--- config.mk ---
export PLATFORM = sky130hd
export DESIGN_NAME = cmd_cfg_mc
export DESIGN_NICKNAME = d
export VERILOG_FILES = /design/src/rtl/cmd_cfg_mc.sv
export SDC_FILE = /design/constraint.sdc
export NUM_CORES = 1
export LEC_CHECK = 0
export CORE_MARGIN = 3
export CORE_UTILIZATION = 40
export DETAILED_ROUTE_END_ITERATION = 8
export PLACE_DENSITY = 0.68
export SYNTH_ARGS = -nofsm -noshare
export SYNTH_HDL_FRONTEND = slang
export SYNTH_SLANG_ARGS = --single-unit
--- constraint.sdc ---
create_clock -name clk -period 3.2 [get_ports clk]
set_input_delay 0.48 -clock clk [delete_from_list [all_inputs] [get_ports clk]]
set_output_delay 0.48 -clock clk [all_outputs]
set_load 0.03 [all_outputs]
--- src/rtl/cmd_cfg_mc.sv ---
// cmd_cfg_mc: host command decoder and trigger/capture config register file with self-addressed channel RAM dump.
// Optional build macro DUMP_CKSUM_EN appends a mod-256 sum byte after the dumped samples.
module cmd_cfg_mc #(
  parameter int NUM_CH  = 5,
  parameter int ENTRIES = 384,
  parameter int LOG2    = 9
) (
  input  logic                  clk,
  input  logic                  rst_n,
  input  logic [15:0]           cmd,
  input  logic                  cmd_rdy,
  input  logic                  resp_sent,
  input  logic                  set_capture_done,
  input  logic [LOG2-1:0]       ram_addr,
  input  logic [NUM_CH*8-1:0]   rdata,
  output logic [5:0]            TrigCfg,
  output logic [NUM_CH*5-1:0]   ChTrigCfg,
  output logic [3:0]            decimator,
  output logic [7:0]            VIH,
  output logic [7:0]            VIL,
  output logic [7:0]            matchH,
  output logic [7:0]            matchL,
  output logic [7:0]            maskH,
  output logic [7:0]            maskL,
  output logic [7:0]            baud_cntH,
  output logic [7:0]            baud_cntL,
  output logic [LOG2-1:0]       trig_pos,
  output logic [7:0]            resp,
  output logic                  send_resp,
  output logic                  clr_cmd_rdy,
  output logic                  rd_en,
  output logic [LOG2-1:0]       rd_addr,
  output logic                  dump_busy
);
  typedef enum logic [2:0] {IDLE, RESPOND, D_RD, D_LAT, D_SEND, D_WAIT, D_CKW} state_t;
  state_t state, state_n;

  logic [1:0]      op;
  logic [5:0]      addr;
  logic [7:0]      data;
  logic [4:0]      ch_cfg [NUM_CH];
  logic [LOG2-1:0] ptr, cnt;
  logic [4:0]      ch_sel;
  logic [15:0]     tp16;
  logic [7:0]      rd_val, byte_sel, resp_n;
  logic            reg_ok, dmp_ok, clr_n, load_resp, wr_en, start_dump, advance;
`ifdef DUMP_CKSUM_EN
  logic [7:0]      sum;
`endif

  assign op        = cmd[15:14];
  assign addr      = cmd[13:8];
  assign data      = cmd[7:0];
  // trig_pos seen as a 16-bit value; upper byte reads 0 and writes vanish when LOG2 <= 8
  assign tp16      = 16'(trig_pos);
  assign rd_addr   = ptr;
  assign dump_busy = (state != IDLE) && (state != RESPOND);
  assign dmp_ok    = (cmd[12:8] != 5'd0) && (int'(cmd[12:8]) <= NUM_CH);

  for (genvar g = 0; g < NUM_CH; g++) begin : g_ch
    assign ChTrigCfg[g*5 +: 5] = ch_cfg[g];
  end

  always_comb begin
    reg_ok = 1'b1;
    rd_val = '0;
    case (addr)
      6'h00: rd_val = {2'b0, TrigCfg};
      6'h06: rd_val = {4'b0, decimator};
      6'h07: rd_val = VIH;
      6'h08: rd_val = VIL;
      6'h09: rd_val = matchH;
      6'h0A: rd_val = matchL;
      6'h0B: rd_val = maskH;
      6'h0C: rd_val = maskL;
      6'h0D: rd_val = baud_cntH;
      6'h0E: rd_val = baud_cntL;
      6'h0F: rd_val = tp16[15:8];
      6'h10: rd_val = tp16[7:0];
      default: begin
        reg_ok = addr[5] && (int'(addr[4:0]) < NUM_CH);
        for (int i = 0; i < NUM_CH; i++)
          if (addr[4:0] == 5'(i)) rd_val = {3'b0, ch_cfg[i]};
      end
    endcase
  end

  always_comb begin
    byte_sel = '0;
    for (int i = 0; i < NUM_CH; i++)
      if (ch_sel == 5'(i)) byte_sel = rdata[i*8 +: 8];
  end

  always_comb begin
    state_n    = state;
    clr_n      = 1'b0;
    rd_en      = 1'b0;
    load_resp  = 1'b0;
    resp_n     = 8'hEE;
    wr_en      = 1'b0;
    start_dump = 1'b0;
    advance    = 1'b0;
    case (state)
      // clr_cmd_rdy high means the host has not yet dropped the finished command
      IDLE: if (cmd_rdy && !clr_cmd_rdy) begin
        load_resp = 1'b1;
        state_n   = RESPOND;
        case (op)
          2'b00: if (reg_ok) resp_n = rd_val;
          2'b01: if (reg_ok) begin resp_n = 8'hA5; wr_en = 1'b1; end
          2'b10: if (dmp_ok) begin load_resp = 1'b0; start_dump = 1'b1; state_n = D_RD; end
          default: ;
        endcase
      end
      RESPOND: if (resp_sent) begin clr_n = 1'b1; state_n = IDLE; end
      D_RD:    begin rd_en = 1'b1; state_n = D_LAT; end
      D_LAT:   begin load_resp = 1'b1; resp_n = byte_sel; state_n = D_SEND; end
      D_SEND:  state_n = D_WAIT;
      D_WAIT: if (resp_sent) begin
        if (cnt == LOG2'(ENTRIES-1)) begin
`ifdef DUMP_CKSUM_EN
          load_resp = 1'b1;
          resp_n    = sum;
          state_n   = D_CKW;
`else
          clr_n   = 1'b1;
          state_n = IDLE;
`endif
        end else begin
          advance = 1'b1;
          state_n = D_RD;
        end
      end
      D_CKW:   if (resp_sent) begin clr_n = 1'b1; state_n = IDLE; end
      default: state_n = IDLE;
    endcase
  end

  always_ff @(posedge clk or negedge rst_n) begin
    if (!rst_n) state <= IDLE;
    else        state <= state_n;
  end

  always_ff @(posedge clk or negedge rst_n) begin
    if (!rst_n) begin
      TrigCfg     <= 6'h03;
      for (int i = 0; i < NUM_CH; i++) ch_cfg[i] <= 5'h01;
      decimator   <= '0;
      VIH         <= 8'hAA;
      VIL         <= 8'h55;
      matchH      <= '0;
      matchL      <= '0;
      maskH       <= '0;
      maskL       <= '0;
      baud_cntH   <= 8'h06;
      baud_cntL   <= 8'hC8;
      trig_pos    <= LOG2'(1);
      resp        <= '0;
      send_resp   <= 1'b0;
      clr_cmd_rdy <= 1'b0;
      ptr         <= '0;
      cnt         <= '0;
      ch_sel      <= '0;
    end else begin
      send_resp   <= load_resp;
      clr_cmd_rdy <= clr_n;
      if (load_resp) resp <= resp_n;
      if (start_dump) begin
        ptr    <= (ram_addr == LOG2'(ENTRIES-1)) ? '0 : ram_addr + 1'b1;
        cnt    <= '0;
        ch_sel <= cmd[12:8] - 5'd1;
      end
      if (advance) begin
        ptr <= (ptr == LOG2'(ENTRIES-1)) ? '0 : ptr + 1'b1;
        cnt <= cnt + 1'b1;
      end
      if (wr_en) begin
        case (addr)
          6'h00: TrigCfg   <= data[5:0];
          6'h06: decimator <= data[3:0];
          6'h07: VIH       <= data;
          6'h08: VIL       <= data;
          6'h09: matchH    <= data;
          6'h0A: matchL    <= data;
          6'h0B: maskH     <= data;
          6'h0C: maskL     <= data;
          6'h0D: baud_cntH <= data;
          6'h0E: baud_cntL <= data;
          6'h0F: trig_pos  <= LOG2'({data, tp16[7:0]});
          6'h10: trig_pos  <= LOG2'({tp16[15:8], data});
          default:
            for (int i = 0; i < NUM_CH; i++)
              if (addr[4:0] == 5'(i)) ch_cfg[i] <= data[4:0];
        endcase
      end
      // capture-done wins bit5 over a same-cycle host write
      if (set_capture_done) TrigCfg[5] <= 1'b1;
    end
  end

`ifdef DUMP_CKSUM_EN
  always_ff @(posedge clk or negedge rst_n) begin
    if (!rst_n)             sum <= '0;
    else if (start_dump)    sum <= '0;
    else if (state == D_LAT) sum <= sum + byte_sel;
  end
`endif
endmodule

==> Word-level counts from Yosys, hierarchy flattened <==
Index checks and enable logic that the tools add are counted.
Widths: inputs -> output; s select.
{ "totals": {"wordCells": 158, "out_inout_bits": 129, "register_bits": 144} }
{ "op_classes": {"mux": 54, "reduce_logical": 36, "order_cmp": 2, "addsub": 4, "n_bitwise": 3, "eq_ne": 34} }
{ "ops": {"columns": ["op", "n"], "rows": [
  ["$pmux 8 s12", 1],
  ["$mux 8", 11],
  ["$mux 9", 6],
  ["$eq 6x4->1 const B", 8],
  ["$pmux 8 s2", 2],
  ["$add 9x1->9 const B", 3],
  ["$eq 9x9->1 const B", 3],
  ["$reduce_and 3->1", 8],
  ["$reduce_and 2->1", 11],
  ["$eq 5x2->1 const B", 4],
  ["$mux 1", 20],
  ["$pmux 3 s6", 1],
  ["$pmux 9 s2", 1],
  ["$eq 6x3->1 const B", 2],
  ["$mux 6", 2],
  ["$reduce_or 12->1", 1],
  ["$eq 5x1->1 const B", 2],
  ["$eq 5x3->1 const B", 2],
  ["$logic_not 5->1", 2],
  ["$eq 3x3->1 const B", 3],
  ["$mux 3", 3],
  ["$mux 7", 1],
  ["$eq 3x2->1 const B", 2],
  ["$eq 6x5->1 const B", 1],
  ["22 further kinds", 33]
]} }

==> Longest topological paths before layout <==
Gate-level depths: netlist of run 1.
{ "depth": {"ltp_word": 11, "mapped_depth": 10, "ltp_nobuf": 8} }

==> Worst setup path before layout of run 1 <==
OpenSTA, ideal clock, no wires.
{ "synth_path": {"path_type": "input -> register", "start": "input cmd[8]", "end": "register resp[3]", "arrival_time_ps": 2459, "path_stages": 8, "setup_slack_ps": 645, "setup_ps": 95, "cell_sequence": "inv_1 > ha_1 > clkbuf_1 > or3b_2 > nor3b_2 > a221oi_1 > and4b_1 > o31ai_1"} }
{ "synth_via": {"elab_chain_cells": 11} }
{ "synth_rtl": {"columns": ["element", "line_no", "text"], "rows": [
  ["start, declared", "10", "input logic [15:0] cmd,"],
  ["$logic_not 5->1", "83", "if (addr[4:0] == 5'(i)) rd_val = {3'b0, ch_cfg[i]};"],
  ["$mux 5", "83", null],
  ["$mux 8 (4 in series)", "83", null],
  ["$pmux 8 s12", "67", "case (addr)"],
  ["$mux 8", "109", "2'b00: if (reg_ok) resp_n = rd_val;"],
  ["$pmux 8 s2", "108", "case (op)"],
  ["$mux 8", "105", "IDLE: if (cmd_rdy && !clr_cmd_rdy) begin"],
  ["$pmux 8 s2", "103", "case (state)"],
  ["end signal, assigned", "167", "if (load_resp) resp <= resp_n;"],
  ["end, declared", "28", "output logic [7:0] resp,"]
]} }
Several ways; a longest one is shown, not always the timed one.
A chain may end at the register's enable or synchronous reset.

==> Final worst setup path of run 1 <==
{ "layout_path": {"start": "input cmd[8]", "end": "register resp[2]"} }
The elaborated chain is that of the path after synthesis.

==> Flow_metrics.wiki, run 1 <==
{| class="wikitable"
! Metric !! Value
|-
| Post-synth EDFFs || 0
|-
| Final clock skew || 0.0101 ns
|-
| Number of antenna violations at the first check in global routing || 0
|-
| Grt total ovfl || 0
|-
| Worst Setup Slack post-DPL || -0.339 ns
|-
| Routed length on met3 || 1.90 mm
|-
| Final Hold Vio Count || 0
|-
| Vias || 6607
|-
| Worst Tran Pin Value || 1.04 ns
|-
| Run status || completed
|-
| Leakage power total || 0.00449 uW
|-
| Die area || 20500 um2
|-
| Commonest non-fill, non-tap cells in the layout || 197 x sky130_fd_sc_hd__clkdlybuf4s50_1, 123 x sky130_fd_sc_hd__dfrtp_1, 108 x sky130_fd_sc_hd__mux2_2
|-
| I/O pin count || 199
|-
| WP data required || 3.51 ns
|-
| Number of filler cells placed in the layout || 1565
|-
| Starting Density || 0.414
|-
| Top Metal Used || met4
|-
| Wire length of the first global-routing pass || 37.6 mm
|-
| Clk slew on worst S/H paths || 0.07 ns
|-
| CP Max Fanout || 9
|-
| TritonCTS clock tree || yes
|-
| Clock latency at the later pin of the worst-skew pair || 0.44 ns
|-
| Final Cell Area || 10600 um2
|-
| Max capacitance violation total || 0
|-
| Syn Nets || 753
|-
| Amount of wire on met2 after detailed routing || 11.3 mm
|-
| Number of instances in the placed design || 1105
|-
| Final weighted congestion in routability-driven placement || 0.844
|-
| Count of port buffers added during placement || 198
|-
| Vias in the first global route || 6670
|-
| RSZ-0062 raised after global routing || no
|-
| Number of slew-limit violations in the final report || 0
|-
| Mux contribution to synthesized area || 0.187
|-
| Data arrival time at the worst-slack endpoint || 3.13 ns
|-
| Die height || 143 um
|-
| Number of vias per cell after detailed routing || 5.81
|-
| Largest family of logic cells by synthesized area || multiplexers
|-
| Placement Cell Area || 10000 um2
|-
| Critical setup path kind || in -> reg
|-
| Finished Layout Cells || 1137
|-
| Count of cell types in the netlist || 64
|-
| Area inside the core boundary || 18200 um2
|-
| Initial DRC Count || 516
|-
| Number of nets in the finished design || 973
|-
| Largest net degree at the start of global routing || 76
|-
| Worst-case vdd ir drop || 388 uV
|-
| Maximum clock path buffer count || 2
|-
| Final antenna-violating net count || 0
|-
| Final worst setup slack || 0.373 ns
|-
| Total negative slack for setup checks || 0 ns
|-
| Post-Route M1 WL || 10.7 mm
|-
| Post-layout minimum cycle time || 2.83 ns
|-
| Count of endpoints failing setup in the final report || 0
|-
| Share of flip-flops with an asynchronous set or reset || 1.00
|-
| Placed wire-length estimate after detailed placement || 17.7 mm
|-
| Share of synthesized area occupied by flip-flops and latches || 0.482
|-
| Share of synthesized cell area in and, or, nand and nor gates || 0.142
|-
| Total Routed Length || 24.4 mm
|-
| Synthesized-area fraction occupied by ao, oa, aoi and oai cells || 0.139
|-
| Root Buffer Master || sky130_fd_sc_hd__clkbuf_16
|-
| Primary flip-flop cell chosen by synthesis mapping || sky130_fd_sc_hd__dfrtp_1
|-
| Max Freq || 354 MHz
|-
| Die outline width || 143 um
|-
| Post-synthesis instance total || 675
|-
| Post-synthesis share of cell area spent on xor and xnor gates || 0.0116
|-
| Number of buffers created by CTS || 17
|-
| Startpoint types || primary input
|-
| Average wire per standard cell || 21.5 um
|-
| Proportion of layout cells with a drive suffix above 1 || 0.258
|-
| Share of synthesized cell area in full adder, half adder and majority cells || 0.0133
|-
| Worst slew slack as a fraction of its limit || 0.302
|-
| Critical Path Sink Type || flip-flop
|-
| Final worst-path cycle share || 0.883
|-
| Layout area overhead || 40.5%
|-
| Global-route total usage across every layer || 0.240
|-
| CTS Sinks || 144
|-
| Number of cell rows || 49
|-
| DRC violations left || 0
|-
| H-tree level count || 4
|-
| Antenna Diode Count || 0
|-
| Flops & latches, synth || 144
|-
| Most frequent standard cell in the layout excluding fill and tap cells || sky130_fd_sc_hd__clkdlybuf4s50_1
|-
| Mean cell area of the mapped netlist || 11.2 um2
|-
| Hold WC Path Type || in -> async
|-
| Number of detailed-routing iterations run before antenna repair || 5
|-
| Power Density || 527 nW/um2
|-
| Cell area after synthesis || 7540 um2
|-
| Syn. warnings || 0
|}
-- through the flow --
| step | util | total power [uW] | hold WS [ns] |
|---|---|---|---|
| after floorplan | - | 3040 | 0.184 |
| after global placement | 0.550 | 3680 | 0.466 |
| after detailed placement | 0.550 | 3700 | 0.474 |
| after CTS | 0.581 | 5630 | 0.0890 |
| after global routing | 0.582 | 5860 | 0.108 |
| final | 0.582 | 5590 | 0.0574 |
-- state kept, by name (all words and copies together), names as in the netlist --
signal       cells
baud_cntL        8
VIL              8
trig_pos         9
maskH            8
matchL           8
state            3
decimator        4
VIH              8
maskL            8
resp             8
send_resp        1
baud_cntH        8
ChTrigCfg       25
cnt              9
TrigCfg          6
rd_addr          9
matchH           8
clr_cmd_rdy      1
ch_sel           5
-- final cells by class --
cell class | count | area [um2] | share of cell area
timing repair buffer | 243 | 2360 | 0.223
clock inverter | 15 | 139 | 0.0131
sequential | 144 | 3630 | 0.343
multi-input combinational | 483 | 3730 | 0.352
clock buffer | 17 | 425 | 0.0402
tap | 229 | 287 | 0.0271
inverter | 6 | 22.5 | 0.00213
-- power by group --
group | switching, uW | leakage [uW] | internal [uW]
logic | 788 | 0.00232 | 654
registers | 216 | 0.00189 | 2000
clock network | 893 | 0.000279 | 1030
-- synthesized netlist by cell type, types with 6 or more instances --
| cell | count | area share |
|---|---|---|
| sky130_fd_sc_hd__inv_1 | 6 | 0.0030 |
| sky130_fd_sc_hd__xnor2_1 | 6 | 0.0070 |
| sky130_fd_sc_hd__nor3_1 | 17 | 0.011 |
| sky130_fd_sc_hd__o31ai_1 | 6 | 0.0060 |
| sky130_fd_sc_hd__a22o_1 | 7 | 0.0081 |
| sky130_fd_sc_hd__nand3_1 | 18 | 0.012 |
| sky130_fd_sc_hd__buf_1 | 10 | 0.0050 |
| sky130_fd_sc_hd__a21oi_1 | 34 | 0.023 |
| sky130_fd_sc_hd__mux4_2 | 8 | 0.024 |
| sky130_fd_sc_hd__a22oi_1 | 21 | 0.021 |
| sky130_fd_sc_hd__and3_1 | 7 | 0.0058 |
| sky130_fd_sc_hd__and2_1 | 8 | 0.0066 |
| sky130_fd_sc_hd__a221oi_1 | 13 | 0.015 |
| sky130_fd_sc_hd__nor2_1 | 30 | 0.015 |
| sky130_fd_sc_hd__mux2_2 | 108 | 0.16 |
| sky130_fd_sc_hd__nor3b_1 | 8 | 0.0080 |
| sky130_fd_sc_hd__ha_1 | 8 | 0.013 |
| sky130_fd_sc_hd__dfrtp_1 | 123 | 0.41 |
| sky130_fd_sc_hd__o21ai_0 | 37 | 0.025 |
| sky130_fd_sc_hd__clkbuf_1 | 27 | 0.013 |
| sky130_fd_sc_hd__nand2_1 | 54 | 0.027 |
| sky130_fd_sc_hd__dfstp_2 | 21 | 0.073 |
-- layer usage --
metal,track usage,vias to the layer above
met5,0,-
met4,0.0768,0
met3,0.0549,36
met2,0.374,299
met1,0.334,3262
li1,-,3010
-- final timing paths --
kind	startpoint	to	slack, ns	depth (start not counted)
min reg2reg	cnt[8]	cnt[8]	0.49	1
min	rst_n	rd_addr[5]	0.06	1
min in group clk	cnt[8]	cnt[8]	0.49	1
max	cmd[8]	resp[2]	0.37	10
max reg2reg	state[2]	matchL[4]	0.84	7
max in group asynchronous	rst_n	VIL[6]	2.28	2
-- repair_timing --
action	CTS	global route
hold endpoints to repair	0	0
buffers inserted	0	0
resized for setup	1	1
hold buffers	0	0
endpoints found under the setup margin	1	1
-- worst max-delay path: stages --
cell                              delay (ns)
sky130_fd_sc_hd__clkdlybuf4s50_1        0.55
sky130_fd_sc_hd__inv_1                  0.11
sky130_fd_sc_hd__ha_1                   0.28
sky130_fd_sc_hd__buf_4                  0.21
sky130_fd_sc_hd__buf_4                  0.18
sky130_fd_sc_hd__a22oi_1                0.21
sky130_fd_sc_hd__o221ai_1               0.22
sky130_fd_sc_hd__a221o_1                0.36
sky130_fd_sc_hd__a2111oi_2              0.41
sky130_fd_sc_hd__o31ai_1                0.10
-- logic make-up (layout without fill, tap and decap cells) --
family / after synthesis / after routing
compound gates: 155 / 155
xor+xnor: 10 / 10
fa+ha+maj: 8 / 8
buf+inv: 48 / 281
flops: 144 / 144
mux: 117 / 117
simple gates: 193 / 193
(Power assumes the default switching activity.)
==> run 2, diff against run 1 <==
--- a/config.mk
+++ b/config.mk
@@ -5,6 +5,7 @@
 export SDC_FILE = /design/constraint.sdc
 export NUM_CORES = 1
 export LEC_CHECK = 0
+export CAP_MARGIN = 20
 export CORE_MARGIN = 3
 export CORE_UTILIZATION = 40
 export DETAILED_ROUTE_END_ITERATION = 8
==> results of run 2 <==
Same layout as run 1: the final DEF is identical, and so are final timing and power.
